File: src/rtl/package_settings.sv
// Shared data-path sizing for the v11 filter chain.
package package_settings;
  localparam int SIZE_FILTER_DATA = 15;
endpackage

File: src/rtl/v11_pha_parameters.sv
// Pulse height analyzer constants, FSM state type and saturating counter helper.
package v11_pha_parameters;
  typedef enum logic [1:0] {
    IDLE    = 2'd0,
    MEASURE = 2'd1,
    HOLDOFF = 2'd2
  } pha_state_e;

  localparam int DEF_WINDOW   = 16;
  localparam int DEF_HOLDOFF  = 8;
  localparam int DEF_TS_WIDTH = 32;

  localparam logic [7:0] CNT_SAT = 8'd255;

  function automatic logic [7:0] sat_inc(input logic [7:0] v);
    return (v == CNT_SAT) ? v : v + 8'd1;
  endfunction
endpackage

File: src/rtl/v11_pha_output_reg.sv
// Single-entry valid/ready result register; results arriving while it is
// full and not draining are dropped and counted.
module v11_pha_output_reg
  import v11_pha_parameters::*;
#(
  parameter int D_W  = 16,
  parameter int TS_W = 32
) (
  input  logic            clk,
  input  logic            reset,
  input  logic            load,
  input  logic [D_W-1:0]  in_amp,
  input  logic [TS_W-1:0] in_ts,
  input  logic            out_ready,
  output logic            out_valid,
  output logic [D_W-1:0]  out_amp,
  output logic [TS_W-1:0] out_ts,
  output logic [7:0]      lost_count
);
  logic            valid_q, valid_d, xfer;
  logic [D_W-1:0]  amp_q, amp_d;
  logic [TS_W-1:0] ts_q, ts_d;
  logic [7:0]      lost_q, lost_d;

  always_comb begin
    xfer    = valid_q && out_ready;
    valid_d = valid_q;
    amp_d   = amp_q;
    ts_d    = ts_q;
    lost_d  = lost_q;
    if (xfer) valid_d = 1'b0;
    // A result landing on the same cycle as a transfer replaces the old one.
    if (load) begin
      if (valid_q && !xfer) begin
        lost_d = sat_inc(lost_q);
      end else begin
        valid_d = 1'b1;
        amp_d   = in_amp;
        ts_d    = in_ts;
      end
    end
  end

  always_ff @(posedge clk or negedge reset) begin
    if (!reset) begin
      valid_q <= 1'b0;
      amp_q   <= '0;
      ts_q    <= '0;
      lost_q  <= '0;
    end else begin
      valid_q <= valid_d;
      amp_q   <= amp_d;
      ts_q    <= ts_d;
      lost_q  <= lost_d;
    end
  end

  assign out_valid  = valid_q;
  assign out_amp    = amp_q;
  assign out_ts     = ts_q;
  assign lost_count = lost_q;
endmodule

File: src/rtl/v11_pulse_height_analyzer.sv
// Threshold-triggered peak capture over a fixed window with holdoff and timestamping.
// Optional pile-up rejection is enabled by defining V11_PHA_PILEUP_REJECT_EN.
module v11_pulse_height_analyzer
  import package_settings::*;
#(
  parameter int WINDOW   = v11_pha_parameters::DEF_WINDOW,
  parameter int HOLDOFF  = v11_pha_parameters::DEF_HOLDOFF,
  parameter int TS_WIDTH = v11_pha_parameters::DEF_TS_WIDTH
) (
  input  logic                      clk,
  input  logic                      reset,
  input  logic [SIZE_FILTER_DATA:0] filter_data,
  input  logic [SIZE_FILTER_DATA:0] threshold,
  output logic [SIZE_FILTER_DATA:0] peak_amplitude,
  output logic [TS_WIDTH-1:0]       peak_timestamp,
  output logic                      peak_valid,
  input  logic                      peak_ready,
  output logic [7:0]                lost_count,
  output logic [7:0]                pileup_count
);
  import v11_pha_parameters::pha_state_e;
  import v11_pha_parameters::sat_inc;

  localparam int DW = SIZE_FILTER_DATA + 1;
  localparam pha_state_e ST_IDLE = v11_pha_parameters::IDLE;
  localparam pha_state_e ST_MEAS = v11_pha_parameters::MEASURE;
  localparam pha_state_e ST_HOLD = v11_pha_parameters::HOLDOFF;
  localparam logic [7:0] WIN_LAST  = 8'(WINDOW);
  localparam logic [7:0] HOLD_LAST = 8'(HOLDOFF - 1);

  logic signed [DW-1:0] samp_q, thr_q, thr_d, thr_eff, max_q, max_d;
  logic [TS_WIDTH-1:0]  ts_cnt_q, ts_cnt_d, samp_ts_q, ev_ts_q, ev_ts_d;
  logic                 samp_vld_q, above, emit;
  pha_state_e           state_q, state_d;
  logic [7:0]           win_q, win_d, hold_q, hold_d;
`ifdef V11_PHA_PILEUP_REJECT_EN
  logic                 below_q, below_d, pile_q, pile_d, pile_hit;
  logic [7:0]           pile_cnt_q, pile_cnt_d;
`endif

  always_comb begin
    ts_cnt_d = ts_cnt_q + TS_WIDTH'(1);
    // Live threshold is used and tracked only in IDLE; events see a frozen copy.
    thr_eff  = (state_q == ST_IDLE) ? $signed(threshold) : thr_q;
    thr_d    = thr_eff;
    above    = samp_q > thr_eff;
    state_d  = state_q;
    max_d    = max_q;
    ev_ts_d  = ev_ts_q;
    win_d    = win_q;
    hold_d   = hold_q;
    emit     = 1'b0;
`ifdef V11_PHA_PILEUP_REJECT_EN
    below_d  = below_q;
    pile_d   = pile_q;
    pile_hit = 1'b0;
`endif
    case (state_q)
      ST_IDLE: begin
        if (samp_vld_q && above) begin
          state_d = ST_MEAS;
          ev_ts_d = samp_ts_q;
          max_d   = samp_q;
          win_d   = 8'd1;
`ifdef V11_PHA_PILEUP_REJECT_EN
          below_d = 1'b0;
          pile_d  = 1'b0;
`endif
        end
      end
      ST_MEAS: begin
        if (win_q == WIN_LAST) begin
          state_d = ST_HOLD;
          hold_d  = 8'd0;
`ifdef V11_PHA_PILEUP_REJECT_EN
          if (pile_q) pile_hit = 1'b1;
          else        emit     = 1'b1;
`else
          emit = 1'b1;
`endif
        end else begin
          win_d = win_q + 8'd1;
          if (samp_q > max_q) max_d = samp_q;
`ifdef V11_PHA_PILEUP_REJECT_EN
          if (!above)       below_d = 1'b1;
          else if (below_q) pile_d  = 1'b1;
`endif
        end
      end
      ST_HOLD: begin
        if (hold_q >= HOLD_LAST && !above) state_d = ST_IDLE;
        else if (hold_q != 8'hff)          hold_d  = hold_q + 8'd1;
      end
      default: state_d = ST_IDLE;
    endcase
  end

  always_ff @(posedge clk or negedge reset) begin
    if (!reset) begin
      samp_q     <= '0;
      samp_ts_q  <= '0;
      samp_vld_q <= 1'b0;
      ts_cnt_q   <= '0;
      thr_q      <= '0;
      state_q    <= ST_IDLE;
      max_q      <= '0;
      ev_ts_q    <= '0;
      win_q      <= '0;
      hold_q     <= '0;
    end else begin
      samp_q     <= $signed(filter_data);
      samp_ts_q  <= ts_cnt_q;
      samp_vld_q <= 1'b1;
      ts_cnt_q   <= ts_cnt_d;
      thr_q      <= thr_d;
      state_q    <= state_d;
      max_q      <= max_d;
      ev_ts_q    <= ev_ts_d;
      win_q      <= win_d;
      hold_q     <= hold_d;
    end
  end

`ifdef V11_PHA_PILEUP_REJECT_EN
  always_comb pile_cnt_d = pile_hit ? sat_inc(pile_cnt_q) : pile_cnt_q;

  always_ff @(posedge clk or negedge reset) begin
    if (!reset) begin
      below_q    <= 1'b0;
      pile_q     <= 1'b0;
      pile_cnt_q <= '0;
    end else begin
      below_q    <= below_d;
      pile_q     <= pile_d;
      pile_cnt_q <= pile_cnt_d;
    end
  end

  assign pileup_count = pile_cnt_q;
`else
  assign pileup_count = 8'd0;
`endif

  v11_pha_output_reg #(.D_W(DW), .TS_W(TS_WIDTH)) u_out (
    .clk        (clk),
    .reset      (reset),
    .load       (emit),
    .in_amp     (max_q),
    .in_ts      (ev_ts_q),
    .out_ready  (peak_ready),
    .out_valid  (peak_valid),
    .out_amp    (peak_amplitude),
    .out_ts     (peak_timestamp),
    .lost_count (lost_count)
  );
endmodule
File: config.mk
export PLATFORM = sky130hd
export DESIGN_NAME = v11_pulse_height_analyzer
export DESIGN_NICKNAME = d
export VERILOG_FILES = /design/src/rtl/package_settings.sv /design/src/rtl/v11_pha_parameters.sv /design/src/rtl/v11_pha_output_reg.sv /design/src/rtl/v11_pulse_height_analyzer.sv
export SDC_FILE = /design/constraint.sdc
export NUM_CORES = 1
export LEC_CHECK = 0
export BUFFER_PORTS_ARGS = -buffer_cell sky130_fd_sc_hd__buf_4
export CAP_MARGIN = 20
export CORE_AREA = 2 2 128 130
export DETAILED_ROUTE_END_ITERATION = 7
export DIE_AREA = 0 0 130 132
export PLACE_DENSITY = 0.78
export SLEW_MARGIN = 20
export SYNTH_ARGS = -nofsm -noshare
export SYNTH_HDL_FRONTEND = slang
export SYNTH_SLANG_ARGS = --single-unit
File: constraint.sdc
create_clock -name clk -period 5.7 [get_ports clk]
set_clock_uncertainty 0.2 [all_clocks]
set_input_delay 1.14 -clock clk [delete_from_list [all_inputs] [get_ports clk]]
set_output_delay 1.14 -clock clk [all_outputs]
set_load 0.01 [all_outputs]
==> flow_summary.json, run 1 <==
{
  "timing.critical_path.to_type": "flop",
  "pwr-share-seq": 0.421,
  "min-delay-start": "ts_cnt_q[31]",
  "path_max_fanout": 39,
  "critical-path-max-stage-delay_ns": 0.64,
  "slew_headroom": 0.4707,
  "synth_seq_area_share": 0.6105,
  "drc": 0,
  "io_buffers": 91,
  "syn_inst": 691,
  "detailed_place_hpwl_um": 11490,
  "dr.pass1.iters": 4,
  "synth_enable_flop_cells": 0,
  "netlist_area_um2": 9017,
  "yosysWarningCount": 0,
  "postRouteWirelength_um": 16760,
  "overflow": 0,
  "cp_data_arrival_time_ns": 4.36,
  "yosysUniqueCellTypes": 53,
  "number_of_synthesized_register_bits": 220,
  "synth_area_leader_cell": "sky130_fd_sc_hd__dfrtp_1",
  "post_cts_resized": 0,
  "swShare": 0.2879,
  "clockBufferDepth": 3,
  "via_per_inst": 5.277,
  "start_util": 0.5739,
  "beginning_of_the_critical_path": "state_q[0]",
  "final_number_of_max_transition_violations": 0,
  "cts_num_sinks": 220,
  "cts_hold_buffers": 0,
  "final_layout_size_suffix_gt1_frac": 0.2790,
  "cts_made_buffers": 22,
  "antenna_found_initial": 0,
  "finalHoldViolations": 0,
  "critical_path_class": "flop to flop",
  "final_common_cell": "sky130_fd_sc_hd__dfrtp_1",
  "largest_net_degree_at_the_start_of_global_routing": 121,
  "tns_ns": 0,
  "mostFrequentLayoutCells": "sky130_fd_sc_hd__dfrtp_1 (220), sky130_fd_sc_hd__buf_4 (93), sky130_fd_sc_hd__mux2_2 (78)",
  "gr-usage-all-layers": 0.2040,
  "postCtsSetupRepairBufs": 0,
  "gp_routability_congestion": 0.8624,
  "cpMaxStageDelayCell": "sky130_fd_sc_hd__a2111oi_0",
  "power.ir.vdd_worst_v": 0.0002563,
  "pwr_density_cell_nw_per_um2": 429.1,
  "yosys.area.top_type_share": 0.6105,
  "insertedDiodeCount": 0,
  "dominantRegCellSynth": "sky130_fd_sc_hd__dfrtp_1",
  "grt_first_pass_wirelength_um": 28300,
  "syn_area_per_cell_um2": 13.05,
  "dr.first_iter.drc_count": 383,
  "ant_nets": 0,
  "finish.net_count": 866,
  "leakagePower_nw": 5.366,
  "syn_to_final_growth_pct": 18.51,
  "clock_tree.root_cell": "sky130_fd_sc_hd__clkbuf_16",
  "clkLatencyLatePin_ns": 0.50,
  "core_footprint_um2": 15710,
  "htreeDepth": 1,
  "vias": 5414,
  "hp-class": "flop to flop",
  "worst-endpoint-required_ns": 5.88,
  "ios": 100,
  "net-switching-power_mw": 1.320,
  "final.period_utilization": 0.7340,
  "die_width_um": 130,
  "tritoncts": "done",
  "die-height_um": 132,
  "outcome": "complete, no violations",
  "critical_path.startpoint_type": "flop",
  "via_count_of_the_first_global_routing_pass": 5798,
  "drt-wirelength-per-cell_um": 16.33,
  "fmax_ghz": 0.2390,
  "critical_path.cell_chain": "nor2_1 -> buf_4 -> mux2_2 -> inv_1 -> ha_1 -> a21oi_1 -> o21ai_0 -> a2111oi_0 -> nand3_1 -> a21oi_4 -> buf_4 -> mux2_2",
  "power.clock.fraction": 0.326,
  "finalSetupViolations": 0,
  "share_comb_of_total_power": 0.253,
  "timing_worst_slew_pin_value_ns": 0.7939,
  "placementRows": 46,
  "intPower_mw": 3.266,
  "path_clk_slew_ns": 0.06,
  "max-cap-violations": 0,
  "setup_repair_after_global_routing_missed_its_margin": "false",
  "worstReg2RegStart": "state_q[0]",
  "async_reset_ff_frac": 1.000,
  "timing.hold.ws_ns": 0.2023,
  "min_period_ns": 4.184,
  "post_synth_main_area_contributors": "sky130_fd_sc_hd__dfrtp_1 (61%), sky130_fd_sc_hd__mux2_2 (9.7%), sky130_fd_sc_hd__ha_1 (5.1%)",
  "die-area_um2": 17160
}
## power by group through the flow
stage	clock [mW]	sequential [mW]	combinational (mW)
finish	1.49	1.93	1.16
global route	1.59	1.96	1.30
CTS	1.52	1.93	1.17
detailed placement	0	1.96	1.16
global placement	0	1.94	1.11
floorplan	0	1.94	0.840
## synth_stat cells, drive strengths merged (3+ instances only)
cell type / instances
dfrtp: 220
a21o: 4
xnor2: 26
and2: 6
ha: 37
nand4: 14
nand2b: 4
clkbuf: 9
mux2i: 13
o21ai: 20
and3: 12
nor3b: 3
nor2: 20
a21oi: 13
nand3: 16
nor2b: 7
o211ai: 3
nor3: 5
or4: 4
mux2: 88
a31oi: 3
nand2: 66
inv: 38
xor2: 17
buf: 14
## cell type report
type                            instances  area, um2
Clock buffer                           31      675.6
Fill cell                            1113       5026
Inverter                               38      142.6
Clock inverter                          9      97.59
Sequential cell                       220       5505
Multi-Input combinational cell        417       3263
Timing Repair Buffer                   95      732.0
Tap cell                              216      270.3
## cells by family after synthesis
group	synth area share
compound gates	0.04357
flops	0.6105
buf+inv	0.03108
xor+xnor	0.04176
mux	0.1285
fa+ha+maj	0.05134
other cells	0.0008328
simple gates	0.09241
## through the flow
| stage | setup slack [ns] | total power [mW] | instance area (um2) | util | std cells |
|---|---|---|---|---|---|
| floorplan | 1.691 | 2.782 | 9044 | - | 698 |
| global placement | 1.241 | 3.049 | 9913 | 0.6309 | 986 |
| detailed placement | 1.145 | 3.119 | 9913 | 0.6309 | 986 |
| CTS | 1.483 | 4.628 | 10690 | 0.6801 | 1026 |
| global route | 1.290 | 4.852 | 10690 | 0.6801 | 1026 |
| finish | 1.516 | 4.586 | 10690 | 0.6801 | 1026 |
## state kept, by name, indices dropped and copies added, names as in the netlist, named ones only
| name | flops |
|---|---|
| ts_cnt_q | 32 |
| thr_q | 15 |
| samp_ts_q | 32 |
| samp_vld_q | 1 |
| samp_q | 16 |
| ev_ts_q | 32 |
| u_out.out_amp | 16 |
| u_out.out_valid | 1 |
| hold_q | 8 |
| u_out.out_ts | 32 |
| max_q | 16 |
| state_q | 2 |
| win_q | 8 |
| u_out.lost_count | 8 |
## worst max-delay path: cells and delay by family (launching register included)
kind / cells / cell delay [ns]
AO/OA/AOI/OAI: 4 / 1.13
buffers and inverters: 3 / 0.80
multiplexers: 2 / 0.78
AND/OR/NAND/NOR: 2 / 0.50
flip-flops: 1 / 0.39
adder cells (fa/ha/maj): 1 / 0.23
## per-layer routing
layer,wire [um],up-vias,global-route usage
li1,-,2564,-
met1,7302,2735,0.2735
met2,8618,99,0.3470
met3,648,16,0.03409
met4,187,0,0.05257
met5,0,-,0
## path summary, 6_finish.rpt
| kind | to | slack (ns) | cells past startpoint |
|---|---|---|---|
| worst max-delay path | ev_ts_q[17] | 1.52 | 12 |
| worst min-delay path | samp_ts_q[31] | 0.20 | 0 |
| worst max register to register | ev_ts_q[17] | 1.52 | 12 |
| worst min register to register | samp_ts_q[31] | 0.20 | 0 |
| max in group asynchronous | u_out.out_ts[24] | 3.67 | 2 |
| min in group asynchronous | u_out.out_amp[7] | 0.49 | 1 |
Power figures use the tool's default switching activity.
==> run 2, diff against run 1 <==
--- a/config.mk
+++ b/config.mk
@@ -5,12 +5,13 @@
 export SDC_FILE = /design/constraint.sdc
 export NUM_CORES = 1
 export LEC_CHECK = 0
+export ABC_AREA = 1
 export BUFFER_PORTS_ARGS = -buffer_cell sky130_fd_sc_hd__buf_4
 export CAP_MARGIN = 20
-export CORE_AREA = 2 2 128 130
+export CORE_AREA = 2 2 136 138
 export DETAILED_ROUTE_END_ITERATION = 7
-export DIE_AREA = 0 0 130 132
-export PLACE_DENSITY = 0.78
+export DIE_AREA = 0 0 138 140
+export PLACE_DENSITY = 0.75
 export SLEW_MARGIN = 20
 export SYNTH_ARGS = -nofsm -noshare
 export SYNTH_HDL_FRONTEND = slang
==> constraint.sdc (replaced) <==
create_clock -name clk -period 3.4 [get_ports clk]
set_clock_uncertainty 0.2 [all_clocks]
set_input_delay 0.68 -clock clk [delete_from_list [all_inputs] [get_ports clk]]
set_output_delay 0.68 -clock clk [all_outputs]
set_load 0.01 [all_outputs]
==> run 2 against run 1 <==
Effect of this change:
- the run now ends with negative hold slack left
- register-to-register slack got worse by 1.1 ns
- largest cell class unchanged
- sequential share of layout area fell by 1.6 points
- power rose by 64%
- via count rose by 15%
- highest routed layer unchanged
- cell count rose by 22%
- utilization fell by 6.0 points
- wire length rose by 4.2%
- worst setup slack got worse by 1.1 ns
- worst hold slack got worse by 0.21 ns
==> flow_summary.json, run 2 <==
{
  "min_period_ns": 3.032,
  "via_count_of_the_first_global_routing_pass": 6275,
  "placementRows": 49,
  "intPower_mw": 5.169,
  "max-cap-violations": 0,
  "number_of_synthesized_register_bits": 220,
  "cts_made_buffers": 23,
  "final_number_of_max_transition_violations": 0,
  "clockBufferDepth": 3,
  "path_max_fanout": 47,
  "vias": 6217,
  "power.ir.vdd_worst_v": 0.0005199,
  "ios": 100,
  "tns_ns": 0,
  "htreeDepth": 1,
  "cts_num_sinks": 220,
  "swShare": 0.3122,
  "finish.net_count": 1080,
  "grt_first_pass_wirelength_um": 29820,
  "critical_path.startpoint_type": "flop",
  "die-area_um2": 19320,
  "timing.critical_path.to_type": "flop",
  "overflow": 0,
  "preCtsSetupSlack_ns": 0.2115,
  "total_power_mw": 7.516,
  "timing.hold.ws_ns": -0.01231,
  "pwr-share-seq": 0.423,
  "post_synth_most_frequent_cells": "sky130_fd_sc_hd__dfrtp_1 (220), sky130_fd_sc_hd__nand2_1 (188), sky130_fd_sc_hd__inv_1 (114)",
  "insertedDiodeCount": 0,
  "cts_hold_buffers": 0,
  "mostFrequentLayoutCells": "sky130_fd_sc_hd__dfrtp_1 (220), sky130_fd_sc_hd__nand2_1 (188), sky130_fd_sc_hd__inv_1 (114)",
  "setup_repair_after_global_routing_missed_its_margin": "false",
  "dr.first_iter.drc_count": 351,
  "dominantRegCellSynth": "sky130_fd_sc_hd__dfrtp_1",
  "drt-wirelength-per-cell_um": 13.97,
  "leakagePower_nw": 5.728,
  "final.period_utilization": 0.8917,
  "die_width_um": 138,
  "reg2reg_setup_slack_ns": 0.37,
  "drc": 0,
  "layout_setup_ws_ns": 0.3683,
  "gp_routability_congestion": 0.8606,
  "timing_worst_slew_pin_value_ns": 0.7408,
  "syn_inst": 903,
  "syn_area_per_cell_um2": 10.37,
  "start_util": 0.5269,
  "dr.pass1.iters": 5,
  "finalSetupViolations": 0,
  "clock_tree.root_cell": "sky130_fd_sc_hd__clkbuf_16",
  "gr-usage-all-layers": 0.1845,
  "final_common_cell": "sky130_fd_sc_hd__dfrtp_1",
  "worst-endpoint-required_ns": 3.63,
  "final_cell_area_um2": 11030,
  "synth_seq_area_share": 0.5877,
  "power.clock.fraction": 0.321,
  "slew_headroom": 0.5057,
  "tritoncts": "done",
  "violations": "negative hold slack",
  "largest_net_degree_at_the_start_of_global_routing": 92,
  "yosysUniqueCellTypes": 42,
  "final_layout_size_suffix_gt1_frac": 0.2039,
  "synth_area_leader_cell": "sky130_fd_sc_hd__dfrtp_1",
  "yosys.area.top_type_share": 0.5877,
  "hp-class": "input pin to async pin",
  "finalHoldViolations": 15,
  "nFillCells": 1392,
  "cp_data_arrival_time_ns": 3.26,
  "share_comb_of_total_power": 0.255,
  "syn_to_final_growth_pct": 17.70,
  "critical_path_class": "flop to flop",
  "outcome": "finished, violations left",
  "core_footprint_um2": 17780,
  "clkLatencyLatePin_ns": 0.50,
  "antenna_found_initial": 0,
  "postRouteWirelength_um": 17450,
  "netlist_area_um2": 9368,
  "fmax_ghz": 0.3298,
  "die-height_um": 140,
  "area_after_dpl_um2": 10290,
  "net-switching-power_mw": 2.347,
  "pwr_density_cell_nw_per_um2": 681.7,
  "path_clk_slew_ns": 0.06,
  "io_buffers": 91,
  "ant_nets": 0,
  "yosysWarningCount": 0,
  "detailed_place_hpwl_um": 11950,
  "synth_enable_flop_cells": 0,
  "via_per_inst": 4.978,
  "async_reset_ff_frac": 1.000,
  "yosys.cell_count.top_type": "sky130_fd_sc_hd__dfrtp_1",
  "post_synth_main_area_contributors": "sky130_fd_sc_hd__dfrtp_1 (59%), sky130_fd_sc_hd__nand2_1 (7.5%), sky130_fd_sc_hd__ha_1 (4.9%)"
}
## run 2: cell types whose count changed after synthesis, moves of 11 or more
cell / before / now
sky130_fd_sc_hd__o21ai_1: 0 / 31
sky130_fd_sc_hd__nor2_1: 20 / 34
sky130_fd_sc_hd__nand2_1: 66 / 188
sky130_fd_sc_hd__o21ai_0: 19 / 43
sky130_fd_sc_hd__mux2i_1: 13 / 0
sky130_fd_sc_hd__or2_2: 1 / 13
sky130_fd_sc_hd__inv_1: 38 / 114
sky130_fd_sc_hd__nand3_1: 16 / 43
sky130_fd_sc_hd__xnor2_1: 26 / 12
sky130_fd_sc_hd__and3_1: 12 / 1
sky130_fd_sc_hd__mux2_2: 78 / 32
## run 2: layer usage
metal	up-vias	GRT usage	part of all wire
li1	3080	-	-
met1	2984	0.2495	0.45
met2	129	0.3111	0.48
met3	24	0.03453	0.047
met4	0	0.04726	0.018
met5	-	0	0
## run 2: final cells by class
cell class / instances / area (um2) / area share
inverter: 115 / 431.7 / 0.03915
tap: 229 / 286.5 / 0.02599
sequential: 220 / 5505 / 0.4993
clock inverter: 3 / 42.54 / 0.003858
timing repair buffer: 100 / 787.0 / 0.07138
clock buffer: 34 / 686.9 / 0.06230
multi-input combinational: 548 / 3286 / 0.2980
## run 2: worst paths after layout
| check | depth (start not counted) | start | to |
|---|---|---|---|
| max in group asynchronous | 2 | reset | ts_cnt_q[31] |
| worst max register to register | 13 | state_q[1] | max_q[14] |
| min in group clk | 1 | filter_data[7] | samp_q[7] |
| worst min-delay path | 1 | reset | thr_q[9] |
| worst max-delay path | 13 | state_q[1] | max_q[14] |
| worst min register to register | 0 | ts_cnt_q[15] | samp_ts_q[15] |
## run 2: worst max-delay path: stages, from the launching register on
cell                      delay, ns
sky130_fd_sc_hd__dfrtp_1       0.41
sky130_fd_sc_hd__nor2_1        0.13
sky130_fd_sc_hd__inv_1         0.19
sky130_fd_sc_hd__or2_2         0.32
sky130_fd_sc_hd__o21ai_0       0.11
sky130_fd_sc_hd__ha_1          0.31
sky130_fd_sc_hd__a21oi_1       0.16
sky130_fd_sc_hd__nand2_1       0.08
sky130_fd_sc_hd__a21oi_1       0.16
sky130_fd_sc_hd__nand3_1       0.16
sky130_fd_sc_hd__nand4_4       0.18
sky130_fd_sc_hd__buf_6         0.32
sky130_fd_sc_hd__nand3_1       0.13
sky130_fd_sc_hd__nand2_1       0.09
## run 2: power by group through the flow
stage / clock [mW] / combinational, mW / sequential, mW
global placement: 0 / 1.84 / 3.22
floorplan: 0 / 1.38 / 3.20
CTS: 2.47 / 1.94 / 3.18
detailed placement: 0 / 1.92 / 3.22
finish: 2.41 / 1.92 / 3.18
global route: 2.59 / 2.23 / 3.22
## run 2: repair_timing
item,4_1_cts,5_1_grt
gates resized for setup,0,1
endpoints found under the setup margin,0,28
setup buffers,0,0
## run 2: logic make-up after synthesis
family                     after synthesis  share of synthesized area
AOI/OAI and AO/OA                       99                    0.05556
and+or+nand+nor                        333                     0.1679
xor gates and xnor gates                37                    0.03459
buffers and inverters                  142                    0.06438
DFF                                    220                     0.5877
muxes                                   33                    0.03967
other                                    2                  0.0008017
adders and majority gates               37                    0.04942
## run 2: metrics by stage
step             util  cells
2_1_floorplan       -    910
3_3_place_gp   0.5789   1212
3_5_place_dp   0.5789   1212
4_1_cts        0.6199   1249
5_1_grt        0.6201   1249
6_report       0.6201   1249
